## src/rtl/vector_pc_sequencer.sv

```systemverilog
`default_nettype none
// ============================================================================
// Module   : vector_pc_sequencer
// Purpose  : Program-counter sequencer with start/stall/branch/halt control
//            and a saturating RUN-cycle counter. Branch loading is compiled in
//            only when VPS_BRANCH_EN is defined.
// Revision : 1.0 - initial release
// ============================================================================
module vector_pc_sequencer #(
    parameter int              PC_W     = 20,
    parameter logic [PC_W-1:0] START_PC = '0,
    parameter logic [PC_W-1:0] END_PC   = '1,
    parameter logic [PC_W-1:0] STEP     = {{(PC_W-1){1'b0}}, 1'b1}
) (
    input  logic            clk,
    input  logic            rst,
    input  logic            start,
    input  logic            stall,
    input  logic            br_valid,
    input  logic [PC_W-1:0] br_target,
    output logic [PC_W-1:0] pc,
    output logic            pc_valid,
    output logic            halted,
    output logic [31:0]     run_cnt
);

    typedef enum logic [1:0] {
        S_IDLE  = 2'd0,
        S_RUN   = 2'd1,
        S_STALL = 2'd2,
        S_HALT  = 2'd3
    } state_t;

    state_t          state_q, state_d;
    logic [PC_W-1:0] pc_q, pc_d;
    logic [31:0]     run_cnt_q, run_cnt_d;
    logic            w_br_take;

`ifdef VPS_BRANCH_EN
    assign w_br_take = br_valid;
`else
    // Branch ports stay on the boundary but have no effect in this build.
    logic w_unused_br;
    assign w_br_take   = 1'b0;
    assign w_unused_br = br_valid;
`endif

    always_comb begin
        state_d   = state_q;
        pc_d      = pc_q;
        run_cnt_d = run_cnt_q;

        if ((state_q == S_RUN) && (run_cnt_q != 32'hFFFF_FFFF)) begin
            run_cnt_d = run_cnt_q + 32'd1;
        end

        case (state_q)
            S_IDLE, S_HALT: begin
                if (start) begin
                    state_d = S_RUN;
                    pc_d    = START_PC;
                end
            end
            S_RUN: begin
                // Reaching END_PC outranks both stall and branch.
                if (pc_q == END_PC) begin
                    state_d = S_HALT;
                end else if (stall) begin
                    state_d = S_STALL;
                end else if (w_br_take) begin
                    pc_d = br_target;
                end else begin
                    pc_d = pc_q + STEP;
                end
            end
            S_STALL: begin
                if (!stall) begin
                    state_d = S_RUN;
                end
            end
            default: begin
                state_d = S_IDLE;
            end
        endcase
    end

    always_ff @(posedge clk) begin
        if (rst) begin
            state_q   <= S_IDLE;
            pc_q      <= START_PC;
            run_cnt_q <= 32'd0;
        end else begin
            state_q   <= state_d;
            pc_q      <= pc_d;
            run_cnt_q <= run_cnt_d;
        end
    end

    assign pc       = pc_q;
    assign pc_valid = (state_q == S_RUN);
    assign halted   = (state_q == S_HALT);
    assign run_cnt  = run_cnt_q;

endmodule
`default_nettype wire

```

## config.mk

```make
export PLATFORM = sky130hd
export DESIGN_NAME = vector_pc_sequencer
export DESIGN_NICKNAME = d
export VERILOG_FILES = /design/src/rtl/vector_pc_sequencer.sv
export SDC_FILE = /design/constraint.sdc
export NUM_CORES = 1
export LEC_CHECK = 0
export ABC_AREA = 1
export CORE_UTILIZATION = 30
export CTS_CLUSTER_SIZE = 14
export DETAILED_ROUTE_END_ITERATION = 12
export PLACE_DENSITY = 0.61
export SYNTH_ARGS = -nofsm -noshare
export SYNTH_HDL_FRONTEND = slang
export SYNTH_SLANG_ARGS = --single-unit
```

## constraint.sdc

```tcl
create_clock -name clk -period 1.99 [get_ports clk]
set_clock_uncertainty 0.1 [all_clocks]
set_input_delay 0.199 -clock clk [delete_from_list [all_inputs] [get_ports clk]]
set_output_delay 0.199 -clock clk [all_outputs]
set_load 0.01 [all_outputs]
```

---- Word level (Yosys, flattened, before mapping) ----
Cells that the tools add are included.
cells by class
  add/subtract/negate cells ............... 2
  equality and inequality tests ........... 10
  muxes and demuxes ....................... 9
  reductions and logical operators ........ 6
operators by type and width
  operator                                              number
  2-to-1 mux 20 bit                                     3
  one-hot mux 20 bit (2 select lines)                   1
  adder 32 x 1 -> 32 bit (second input constant)        1
  != test 32 bit (second input constant)                1
  adder 20 x 1 -> 20 bit (second input constant)        1
  equality test 20 bit (second input constant)          1
  2-to-1 mux 2 bit                                      4
  != test 2 bit (second input constant)                 4
  one-hot mux 2 bit (3 select lines)                    1
  equality test 2 bit (second input constant)           2
  AND reduction 4 bit                                   1
  != test 3 x 2 -> 1 bit (second input constant)        1
  AND reduction 3 bit                                   1
  equality test 2 x 1 -> 1 bit (second input constant)  1
  logical NOT 2 bit                                     1
  nonzero test 2 bit                                    1
  OR reduction 2 bit                                    1
  logical AND 1 bit                                     1
storage, ports and cells
  register bits after elaboration ......... 54
  output and inout port bits .............. 54
  logic and storage cells ................. 30

---- Depth between registers and ports, before layout ----
  depth in word-level cells ............... 4
  gate-level depth with buffers ........... 12

---- Least setup slack after synthesis ----
Ideal clock, no wire load.
  kind .................................... reg2reg
  start ................................... reg state_q[0]
  end ..................................... reg pc_q[7], in the netlist pc[7]
  setup time .............................. 112 ps
  arrival ................................. 1590 ps
  slack ................................... 188 ps
  stages on the path, launching flop included .. 10
  period minus slack after synthesis ...... 1802 ps
  path through ............................ dfxtp_1 > inv_1 > ha_1 > inv_1 > nor2_1 > a21oi_1 > clkbuf_1 > nand3_1 > nand2_1 > nor2_1
on the way
  word-level cells in the longest chain between the ends .. 4
  elaborated cells on any way between the ends .. 10
RTL lines
  element                                                        line  source
  start, declared                                                34    state_t state_q, state_d;
  start signal, assigned                                         93    state_q <= state_d;
  equality test 2 bit or logical NOT 2 bit (tied branches)       57    case (state_q)
  OR reduction 2 bit                                             57
  != test 2 bit (no line) or nonzero test 2 bit (tied branches)  n/a
  AND reduction 4 bit (no line)                                  n/a
  end signal, assigned                                           94    pc_q <= pc_d;
  end, declared                                                  35    logic [PC_W-1:0] pc_q, pc_d;
Several ways; a longest one is shown, not always the timed one.
A chain may end at the register's enable or synchronous reset.

---- Final worst setup path ----
  start ................................... reg state_q[0]
  end ..................................... reg pc_q[15], in the netlist pc[15]
The elaborated chain is that of the path after synthesis.

==> results.toml <==
[min_path]
holdPathStages = 2
hold_path.class = "flip-flop to flip-flop"

[worst_setup_path]
path_class = "flip-flop to flip-flop"
start_kind = "flip-flop"
r2r_setup_slack_ps = 140
cp_max_fo = 12
required_ps = 2080
reg2regPathDepth = 9
cp.arrival_ps = 1940
cp-end-kind = "flip-flop"

[timing]
fmax_mhz = 540
slew_viol_final = 0
finalHoldViolCount = 0
fin_tns_setup_ps = 0
slew_headroom_pct = 68.2
worst_pin_slew_ps = 473
post-route-period-util_pct = 93.0
min_period_ps = 1850
setup_viol = 0
rsz0062_at_grt = "yes"

[logic_synthesis]
yosysUniqueCellTypes = 27
async_reset_ff_share_pct = 0
avgSynthCellArea_sq_um = 5.89
synth_largest_area_cell = "dfxtp_1"
yosys-top-cells-area = "dfxtp_1, nand2_1, nor2_1"
ys_ff_latch = 54
ys.flop_type = "dfxtp_1"
synth_most_common_cell = "nand2_1"
syn_inst = 578
synth_edf_count = 0
syn_area_sq_mm = 0.00340
synth_common_cells = "nand2_1, nor2_1, dfxtp_1"
synth_seq_area_share_pct = 31.8
ys_warn_count = 0
synth_top_area_share_pct = 31.8
synth_nets = 608

[placed_design]
port_buffers = 57
gp_congestion = 0.860
dpl.hpwl_um = 7000

[global_routing]
gr-usage-met2_pct = 28.9
use_met3_pct = 2.95
grt.busiest_layer = "met2"
grt_use_met1_pct = 22.4
grt_usage_pct = 17.0
grt.overflow.total = 0
grt_max_degree = 33
antenna_found_initial = 0
grt_pass1_wl_um = 16000
first_global_vias = 3404

[power]
total_power_uw = 3980
ir_drop_mv = 0.646
p_leak_uw = 0.00168
p_per_area_mw_per_mm2 = 889

[clock_tree]
clockRootBuffer = "clkbuf_16"
cts_buffers = 5
cts_num_sinks = 54
clockBufferDepth = 2
cts_tree = "yes"
clk_latency_ps = 290
htreeDepth = 2
clkTransAtPathRegs_ps = 70
hold_buffers = 0

[routing]
routedWlPerCell_um = 12.1
drc_errors = 0
firstDrtPassIters = 4
drt_iter0_markers = 187
vias_per_cell = 4.80
vias = 3822
wl_um = 9650
antenna_left = 0

[floorplan]
initial_core_util_pct = 31.1
io_pins = 79
fp.dieArea_sq_mm = 0.0118
die_y_um = 109
rows = 38
core_sq_mm = 0.0109
die_w_um = 109

[job]
drv_cap = 0

[final_layout]
area_growth_pct = 31.3
insertedDiodeCount = 0
drive_above_1_share_pct = 7.77
nNetsFinal = 685
finalCoreUtilization_pct = 40.9

[run_status]
status = "complete, no violations"
-- metal layers --
layer,part of all wire (%),up-vias
li1,-,1969
met1,46,1729
met2,46,111
met3,5.8,13
met4,1.6,0
met5,0,-
-- metrics by stage --
stage	hold WS, ps	cell area, sq um	cells	worst slack (ps)
finish	401	4470	796	140
CTS	408	4430	794	45.5
global placement	389	4260	786	113
floorplan	168	3400	578	188
detailed placement	394	4260	786	69.6
global route	435	4470	796	-27.3
-- power by group --
group	total (uW)	internal (uW)	switching [uW]
Clock	1010	594	420
Combinational	1690	649	1040
Sequential	1270	1180	89.4
-- path summary, 6_finish.rpt --
path | end | start
setup / recovery | pc[15] | state_q[0]
hold / removal | run_cnt[6] | run_cnt[6]
setup reg to reg | pc[15] | state_q[0]
hold reg to reg | run_cnt[6] | run_cnt[6]
-- kinds of logic after synthesis --
logic type      after synthesis  synth area share [%]
flops                        54                  31.8
xor+xnor                     10                  2.57
simple gates                386                  46.9
fa+ha+maj                     5                  1.84
compound gates               52                  7.87
buf+inv                      71                  9.04
-- registers in the layout (all words and copies together) (netlist names) --
register / flops
state_q: 2
run_cnt: 32
pc: 20
-- what timing repair did --
item,in CTS,in global routing
gates resized for setup,0,8
buffers inserted,0,2
endpoints found under the setup margin,0,31
-- final cells by class --
type / count / area (sq um)
Clock buffer: 5 / 125
Clock inverter: 3 / 45.0
Fill cell: 1147 / 6460
Inverter: 55 / 209
Multi-Input combinational cell: 453 / 2030
Sequential cell: 54 / 1080
Tap cell: 140 / 175
Timing Repair Buffer: 86 / 808
-- layout by cell type, fill, tap and decap left out, types with 5 or more instances in the layout --
master,n
clkbuf_16,5
nand2_1,190
nand3_1,40
clkdlybuf4s50_1,57
nor3_1,10
nand4_1,8
inv_1,53
xor2_1,9
ha_1,5
dfxtp_1,54
nor2_1,117
a21oi_1,35
o21ai_0,14
nand3b_1,5
buf_4,26
nor2_2,5
-- worst max-delay path: stages, from the launching register on --
cell and delay [ps]:
dfxtp_1 400, inv_1 60, ha_1 310, inv_1 60, nor2_1 50, a21oi_1 240, nand2_4 190, buf_12 180
a21oi_1 120, nor2_1 50
No activity file was read; power rests on OpenSTA's default activity.
